`src/rtl/exec_unit.sv`:
```
// Execution datapath: four operand registers, accumulator with carry/zero flags, and a
// valid/ready output register whose back-pressure stalls the program counter.
module exec_unit #(
  parameter int unsigned DW = 8
) (
  input  logic          clk,
  input  logic          rst,
  input  logic [3:0]    ceo,
  input  logic [2:0]    alu_code,
  input  logic          ce,
  input  logic          cy_ce,
  input  logic          a_ce,
  input  logic          ld_en,
  input  logic [1:0]    ld_sel,
  input  logic [DW-1:0] ld_data,
  input  logic          out_ready,
  output logic          out_valid,
  output logic [DW-1:0] out_data,
  output logic [DW-1:0] acc,
  output logic          cy,
  output logic          z,
  output logic          stall,
  output logic          err_multi
);

  localparam logic [2:0] AluNop   = 3'b000;
  localparam logic [2:0] AluAdd   = 3'b001;
  localparam logic [2:0] AluSub   = 3'b010;
  localparam logic [2:0] AluAdc   = 3'b011;
  localparam logic [2:0] AluAnd   = 3'b100;
  localparam logic [2:0] AluOr    = 3'b101;
  localparam logic [2:0] AluXor   = 3'b110;
  localparam logic [2:0] AluPassb = 3'b111;

  logic [DW-1:0] r_q [4];
  logic [DW-1:0] a_q, out_data_q;
  logic          cy_q, z_q, out_valid_q, err_q;

  logic [DW-1:0] b_bus, alu_res;
  logic          alu_cy, multi_sel;
  logic [DW:0]   add_ext, adc_ext, sub_ext;

  // More than one select bit set: clear lowest set bit and see if anything remains.
  assign multi_sel = (ceo & (ceo - 4'd1)) != 4'd0;

  always_comb begin
    b_bus = '0;
    case (ceo)
      4'b0001: b_bus = r_q[0];
      4'b0010: b_bus = r_q[1];
      4'b0100: b_bus = r_q[2];
      4'b1000: b_bus = r_q[3];
      default: b_bus = '0;
    endcase
  end

  assign add_ext = {1'b0, a_q} + {1'b0, b_bus};
  assign adc_ext = add_ext + {{DW{1'b0}}, cy_q};
  // Top bit of the widened difference is the unsigned borrow.
  assign sub_ext = {1'b0, a_q} - {1'b0, b_bus};

  always_comb begin
    alu_res = a_q;
    alu_cy  = cy_q;
    case (alu_code)
      AluNop:   begin alu_res = a_q;             alu_cy = cy_q;        end
      AluAdd:   begin alu_res = add_ext[DW-1:0]; alu_cy = add_ext[DW]; end
      AluSub:   begin alu_res = sub_ext[DW-1:0]; alu_cy = sub_ext[DW]; end
      AluAdc:   begin alu_res = adc_ext[DW-1:0]; alu_cy = adc_ext[DW]; end
      AluAnd:   begin alu_res = a_q & b_bus;     alu_cy = 1'b0;        end
      AluOr:    begin alu_res = a_q | b_bus;     alu_cy = 1'b0;        end
      AluXor:   begin alu_res = a_q ^ b_bus;     alu_cy = 1'b0;        end
      AluPassb: begin alu_res = b_bus;           alu_cy = 1'b0;        end
      default:  begin alu_res = a_q;             alu_cy = cy_q;        end
    endcase
  end

  assign stall = ce & out_valid_q & ~out_ready;

  // Operand loads ignore stall so the loader is never blocked by the consumer.
  always_ff @(posedge clk or posedge rst) begin
    if (rst) begin
      for (int i = 0; i < 4; i++) r_q[i] <= '0;
    end else if (ld_en) begin
      r_q[ld_sel] <= ld_data;
    end
  end

  always_ff @(posedge clk or posedge rst) begin
    if (rst) begin
      a_q   <= '0;
      z_q   <= 1'b1;
      cy_q  <= 1'b0;
      err_q <= 1'b0;
    end else if (!stall) begin
      if (a_ce) begin
        a_q <= alu_res;
        z_q <= (alu_res == '0);
      end
      if (cy_ce)     cy_q  <= alu_cy;
      if (multi_sel) err_q <= 1'b1;
    end
  end

  always_ff @(posedge clk or posedge rst) begin
    if (rst) begin
      out_data_q  <= '0;
      out_valid_q <= 1'b0;
    end else if (ce && !stall) begin
      out_data_q  <= a_q;
      out_valid_q <= 1'b1;
    end else if (out_valid_q && out_ready) begin
      out_valid_q <= 1'b0;
    end
  end

  assign out_valid = out_valid_q;
  assign out_data  = out_data_q;
  assign acc       = a_q;
  assign cy        = cy_q;
  assign z         = z_q;
  assign err_multi = err_q;

endmodule

```
`config.mk`:
```
export PLATFORM = sky130hd
export DESIGN_NAME = exec_unit
export DESIGN_NICKNAME = d
export VERILOG_FILES = /design/src/rtl/exec_unit.sv
export SDC_FILE = /design/constraint.sdc
export NUM_CORES = 1
export LEC_CHECK = 0
export BUFFER_PORTS_ARGS = -buffer_cell sky130_fd_sc_hd__buf_2
export CAP_MARGIN = 0
export CORE_UTILIZATION = 53
export DETAILED_ROUTE_END_ITERATION = 10
export PLACE_DENSITY_LB_ADDON = 0.1
export REMOVE_ABC_BUFFERS = 1
export SYNTH_ARGS = -nofsm -noshare
export SYNTH_HDL_FRONTEND = slang
export SYNTH_SLANG_ARGS = --single-unit
```
`constraint.sdc`:
```
create_clock -name clk -period 5.2 [get_ports clk]
set_input_delay 0.52 -clock clk [delete_from_list [all_inputs] [get_ports clk]]
set_output_delay 0.52 -clock clk [all_outputs]
set_load 0.01 [all_outputs]
```
# Word-level counts from Yosys, hierarchy flattened
# Index checks and enable logic that the tools add are counted.
# word_totals
n_memories	0
ram_bits	0
romBits	0
inputBits	24
output_inout_bits	21
latch_bits	0
ff_bits	52
elab_cells	57
# op_classes
shifts	0
mul	0
order_cmp	2
bitwise_logic	10
mux	8
add_sub_neg	4
reduce_logical	12
eq_ne	11
div	0
# ops
cell	count
8-bit one-hot mux with 8 select lines	1
32-bit bitwise mux	1
8-bit one-hot mux with 4 select lines	1
8-bit demux with 2-bit select	1
3-bit == test, second input constant	4
8-bit by 8-bit adder with 9-bit output	1
9-bit by 1-bit adder with 9-bit output	1
8-bit by 8-bit subtractor with 9-bit output	1
8-bit AND	1
8-bit logical NOT	1
8-bit 2-to-1 mux	1
8-bit bitwise OR	1
8-bit bitwise XOR	1
3-bit by 2-bit == test with 1-bit output, second input constant	2
4-bit AND	1
4-bit by 1-bit == test with 1-bit output, second input constant	1
4-bit by 2-bit == test with 1-bit output, second input constant	1
4-bit by 3-bit == test with 1-bit output, second input constant	1
4-bit == test, second input constant	1
1-bit one-hot mux with 4 select lines	1
2-bit AND reduction	2
4-bit nonzero test	1
4-bit OR reduction	1
4-bit by 1-bit subtractor with 4-bit output, second input constant	1
12 further kinds	18

# Depth between registers and ports, before layout
# depth
word_depth	6
depth_mapped	17
depth_no_buf	15

# Worst setup path before layout
# No wires, ideal clock.
# synth_timing
path_kind	input-to-reg
start	input ceo[0]
end	register a_q[5], in the netlist acc[5]
n_path_buf	2
setup_ns	0.125
t_required_ns	5.075
path_stages	14
arrival_time_ns	3.681
slack_ns	1.395
path_cell_list	buf_2 > inv_1 > buf_2 > a32o_1 > a21oi_1 > inv_1 > fa_1 > a211oi_4 > nor2_2 > nor4_1 > xnor2_1 > nor2_1 > o32a_1 > mux2_2
# synth_via
elab_chain_len	5
elab_cells_between_ends	12
classes_between	add/sub (3); eq/ne (4); mux (2); bitwise (3)
# synth_rtl
element	line	rtl
start: declaration	8	input logic [3:0] ceo,
4-bit == test (tied with other cells)	48	case (ceo)
8-bit one-hot mux with 4 select lines *	48	
8-bit by 8-bit adder with 9-bit output	57	assign add_ext = {1'b0, a_q} + {1'b0, b_bus};
9-bit by 1-bit adder with 9-bit output	58	assign adc_ext = add_ext + {{DW{1'b0}}, cy_q};
8-bit one-hot mux with 8 select lines *	65	case (alu_code)
end signal: assignment	97	a_q <= alu_res;
end: declaration	36	logic [DW-1:0] a_q, out_data_q;
# Every way passes the cells marked *; elsewhere a longest branch is shown, timed or not.
# A chain may end at the register's enable or synchronous reset.

# Worst setup path after layout
# layout_timing
start	input ceo[1]
end	register z_q, in the netlist z
# layout_via
elab_chain_len	6
elab_cells_between_ends	13
classes_between	add/sub (3); eq/ne (4); mux (2); bitwise (3); reduce/logical (1)
# layout_rtl
element	line	rtl
4-bit == test (tied with other cells)	48	
8-bit one-hot mux with 4 select lines *	48	
8-bit by 8-bit adder with 9-bit output	57	
9-bit by 1-bit adder with 9-bit output	58	
8-bit one-hot mux with 8 select lines *	65	
8-bit logical NOT *	98	z_q <= (alu_res == '0);
end signal: assignment	98	
end: declaration	37	logic cy_q, z_q, out_valid_q, err_q;
# Marked as above.

==> flow_metrics.env <==
export IMPL_fin_crit_sh=0.772
export IMPL_fin_skew_ns=0.00728
export IMPL_core_area_sq_um=7690
export IMPL_post_place_ws_ns=0.909
export IMPL_critical_path_max_stage_delay_ns=0.50
export IMPL_cts_sinks=52
export IMPL_h_tree_depth=2
export IMPL_critPathLaunch="ceo[1]"
export IMPL_syn_area_sq_um=4200
export IMPL_dpl_hpwl_um=8300
export IMPL_diodes=0
export IMPL_sw_frac_of_total=0.424
export IMPL_drt_vias_per_instance=6.13
export IMPL_power_frac_comb=0.490
export IMPL_io_buffer_count=44
export IMPL_detail_route_wl_per_cell_um=18.8
export IMPL_cts_buffers_inserted=5
export IMPL_post_cts_resized=0
export IMPL_ir_worst_vdd_mv=0.180
export IMPL_yosysSeqAreaShare=0.310
export IMPL_grt_pass1_wl_um=17800
export IMPL_fin_nets=535
export IMPL_worstHoldPathCells=2
export IMPL_start_kind="input port"
export IMPL_grt_usage=0.273
export IMPL_routed_wl_um=10900
export IMPL_holdBufCountCts=0
export IMPL_first_iter_violations=203
export IMPL_critical_path_top_delay_family="compound AO/OA/AOI/OAI gates"
export IMPL_leakage_nw=1.99
export IMPL_hold_viol=0
export IMPL_tns_ns=0
export IMPL_area_growth_syn_to_layout_pct=8.44
export IMPL_grt_overflow_total=0
export IMPL_worst_path_buf_inv=2
export IMPL_num_vias=3547
export IMPL_r2r_start="r_q[9]"
export IMPL_clkTransAtPathRegs_ns=0.11
export IMPL_worst_setup_path_end_kind="flop"
export IMPL_post_route_worst_setup_slack_ns=1.19
export IMPL_fin_crit_ns=4.01
export IMPL_slew_headroom=0.261
export IMPL_route_detailed_drc=0
export IMPL_rsz0062_at_grt="false"
export IMPL_power_switching_mw=0.683
export IMPL_hp_class="in -> reg"
export IMPL_setup_viol=0
export IMPL_p_clk_frac=0.156
export IMPL_status="finished clean"
export IMPL_max_cap_violations=0
export IMPL_cp_required_ns=5.44
export IMPL_ant_nets=0
export IMPL_die_y_um=91.0
export IMPL_cts_tree="done"
export IMPL_critical_path_class="in -> reg"
export IMPL_r2r_slack_ns=1.43
export IMPL_internal_power_mw=0.926
export IMPL_synth_seq_cells=52
export IMPL_worst_pin_slew_ns=1.11
export IMPL_syn_area_per_cell_sq_um=9.45
export IMPL_power_frac_seq=0.354
export IMPL_path_common_cell="nor4_2"
export IMPL_cts_setup_buffers=0
export IMPL_critical_path_max_fanout=13
export IMPL_start_util=0.546
export IMPL_reg2reg_to="z"
export IMPL_max_freq_mhz=249
export IMPL_synth_edf_count=0
export IMPL_dr_pass1_iters=4
export IMPL_grt_pass1_vias=3393
export IMPL_synthArstFlopShare=1.00
export IMPL_clk_path_buf_depth=2
export IMPL_clock_latency_ns=0.32
export IMPL_io_pins=45
export IMPL_reg2reg_depth=12
export IMPL_dieArea_sq_um=8280
export IMPL_netlist_instances=444
export IMPL_place_area_sq_um=4460
export IMPL_grt_antenna_before_repair=0
export IMPL_grt_max_degree=53
export IMPL_ys_flop_type="dfrtp_1"
export IMPL_yosysUniqueCellTypes=77
export IMPL_path_cells="buf_2 > nor3b_2 > a32o_1 > a21oi_1 > inv_1 > fa_1 > xor2_1 > o211ai_1 > nor4_2 > a21boi_1 > nor4_2 > o2111ai_1 > o31ai_2"
export IMPL_stdcell_area_sq_um=4550
export IMPL_min_from="ce"
export IMPL_layout_drive_gt1_share=0.235
export IMPL_maxSlewViolCount=0
export IMPL_die_x_um=91.0
export IMPL_clockRootBuffer="clkbuf_8"
export IMPL_power_density_nw_per_um2=353
export IMPL_worst_path_max_delay_cell="fa_1"
export IMPL_arrival_ns=4.26
export IMPL_min_to="out_valid"
export IMPL_rows=32
export IMPL_yosys_warnings=0
export IMPL_place_congestion=0.898
-- layout by cell type, fill, tap and decap left out, drive strengths merged, types with 9 or more instances in the layout --
master	count
dfrtp	51
buf	45
mux2	36
ha	33
inv	31
nor2	25
nand2	24
o21ai	22
nand2b	17
a21oi	17
nand3b	15
a211oi	12
nor2b	9
-- power groups by stage --
stage	sequential, mW	combinational, mW	clock [mW]
2_1_floorplan	0.575	0.552	0
3_3_place_gp	0.576	0.763	0
3_5_place_dp	0.579	0.772	0
4_1_cts	0.570	0.780	0.255
5_1_grt	0.581	0.871	0.272
6_report	0.570	0.789	0.251
-- layout make-up --
cell class	count	area [sq um]
clock buffer	5	68.8
clock inverter	3	27.5
fill	686	3140
inverter	30	113
multi-input combinational	342	2690
sequential	52	1300
tap	102	128
timing repair buffer	45	228
-- sequential cells by signal, summed over array words and instances (netlist names) --
signal     count
r_q           32
acc            8
out_data       8
cy             1
err_multi      1
out_valid      1
z              1
-- per-layer routing --
layer	wire length, um	up-vias	global-route usage
met4	138	0	0.0767
met1	4890	1742	0.357
met2	5480	82	0.478
met5	0	-	0
met3	401	15	0.0310
li1	-	1708	-
-- cells by family (layout without fill, tap and decap cells) --
group	Yosys count	after routing	share of synthesized area
AND/OR/NAND/NOR	132	132	0.180
AO/OA/AOI/OAI	126	126	0.227
flip-flops	52	52	0.310
buffers and inverters	50	83	0.0501
multiplexers	39	39	0.104
adder cells (fa/ha/maj)	36	36	0.110
XOR/XNOR	9	9	0.0188
-- cells in the mapped netlist, types with 3 or more instances --
master,n,area (sq um)
dfrtp_1,51,1280
mux2_2,36,405
ha_1,33,413
inv_1,30,113
nand2_1,24,90.1
nor2_1,24,90.1
o21ai_0,19,95.1
a21oi_1,17,85.1
nand2b_1,17,106
nand3b_1,15,113
buf_2,11,55.1
nor2b_1,9,56.3
a211oi_1,8,60.1
nor3_1,8,40.0
a21o_1,6,45.0
a22oi_1,6,45.0
nand3_1,6,30.0
xor2_1,6,52.6
clkbuf_1,5,18.8
a32oi_1,4,35.0
nor3b_1,4,30.0
o22ai_1,4,25.0
o31ai_1,4,30.0
or2_2,4,25.0
a2111oi_0,3,26.3
a211o_1,3,26.3
a211oi_2,3,37.5
a221oi_1,3,26.3
a31oi_1,3,18.8
a32o_1,3,30.0
mux2i_1,3,30.0
o2111ai_1,3,26.3
o211ai_1,3,22.5
o21a_1,3,22.5
o221ai_1,3,26.3
o31a_1,3,26.3
or4_1,3,22.5
xnor2_1,3,26.3
-- worst register-to-register path: cells and delay by family, from the launching register on --
family / cells / cell delay [ns]
compound gates: 6 / 1.44
xor+xnor: 1 / 0.37
fa+ha+maj: 1 / 0.50
buf+inv: 1 / 0.17
flops: 1 / 0.42
simple gates: 3 / 0.78
-- worst max-delay path by stage --
stage	slack, ns	end	depth (start not counted)
4_1_cts	1.22	z	13
3_5_place_dp	0.91	z	13
3_3_place_gp	1.00	z	13
2_1_floorplan	1.57	acc[5]	12
5_1_grt	0.89	z	13
6_report	1.19	z	13
-- stage by stage --
step           utilization  hold WS, ns  std cells  power [mW]
3_3_place_gp         0.580        0.457        571        1.34
5_1_grt              0.592        0.414        579        1.72
6_report             0.592        0.423        579        1.61
4_1_cts              0.592        0.417        579        1.60
2_1_floorplan            -        0.472        424        1.13
3_5_place_dp         0.580        0.466        571        1.35
Power figures use the tool's default switching activity.
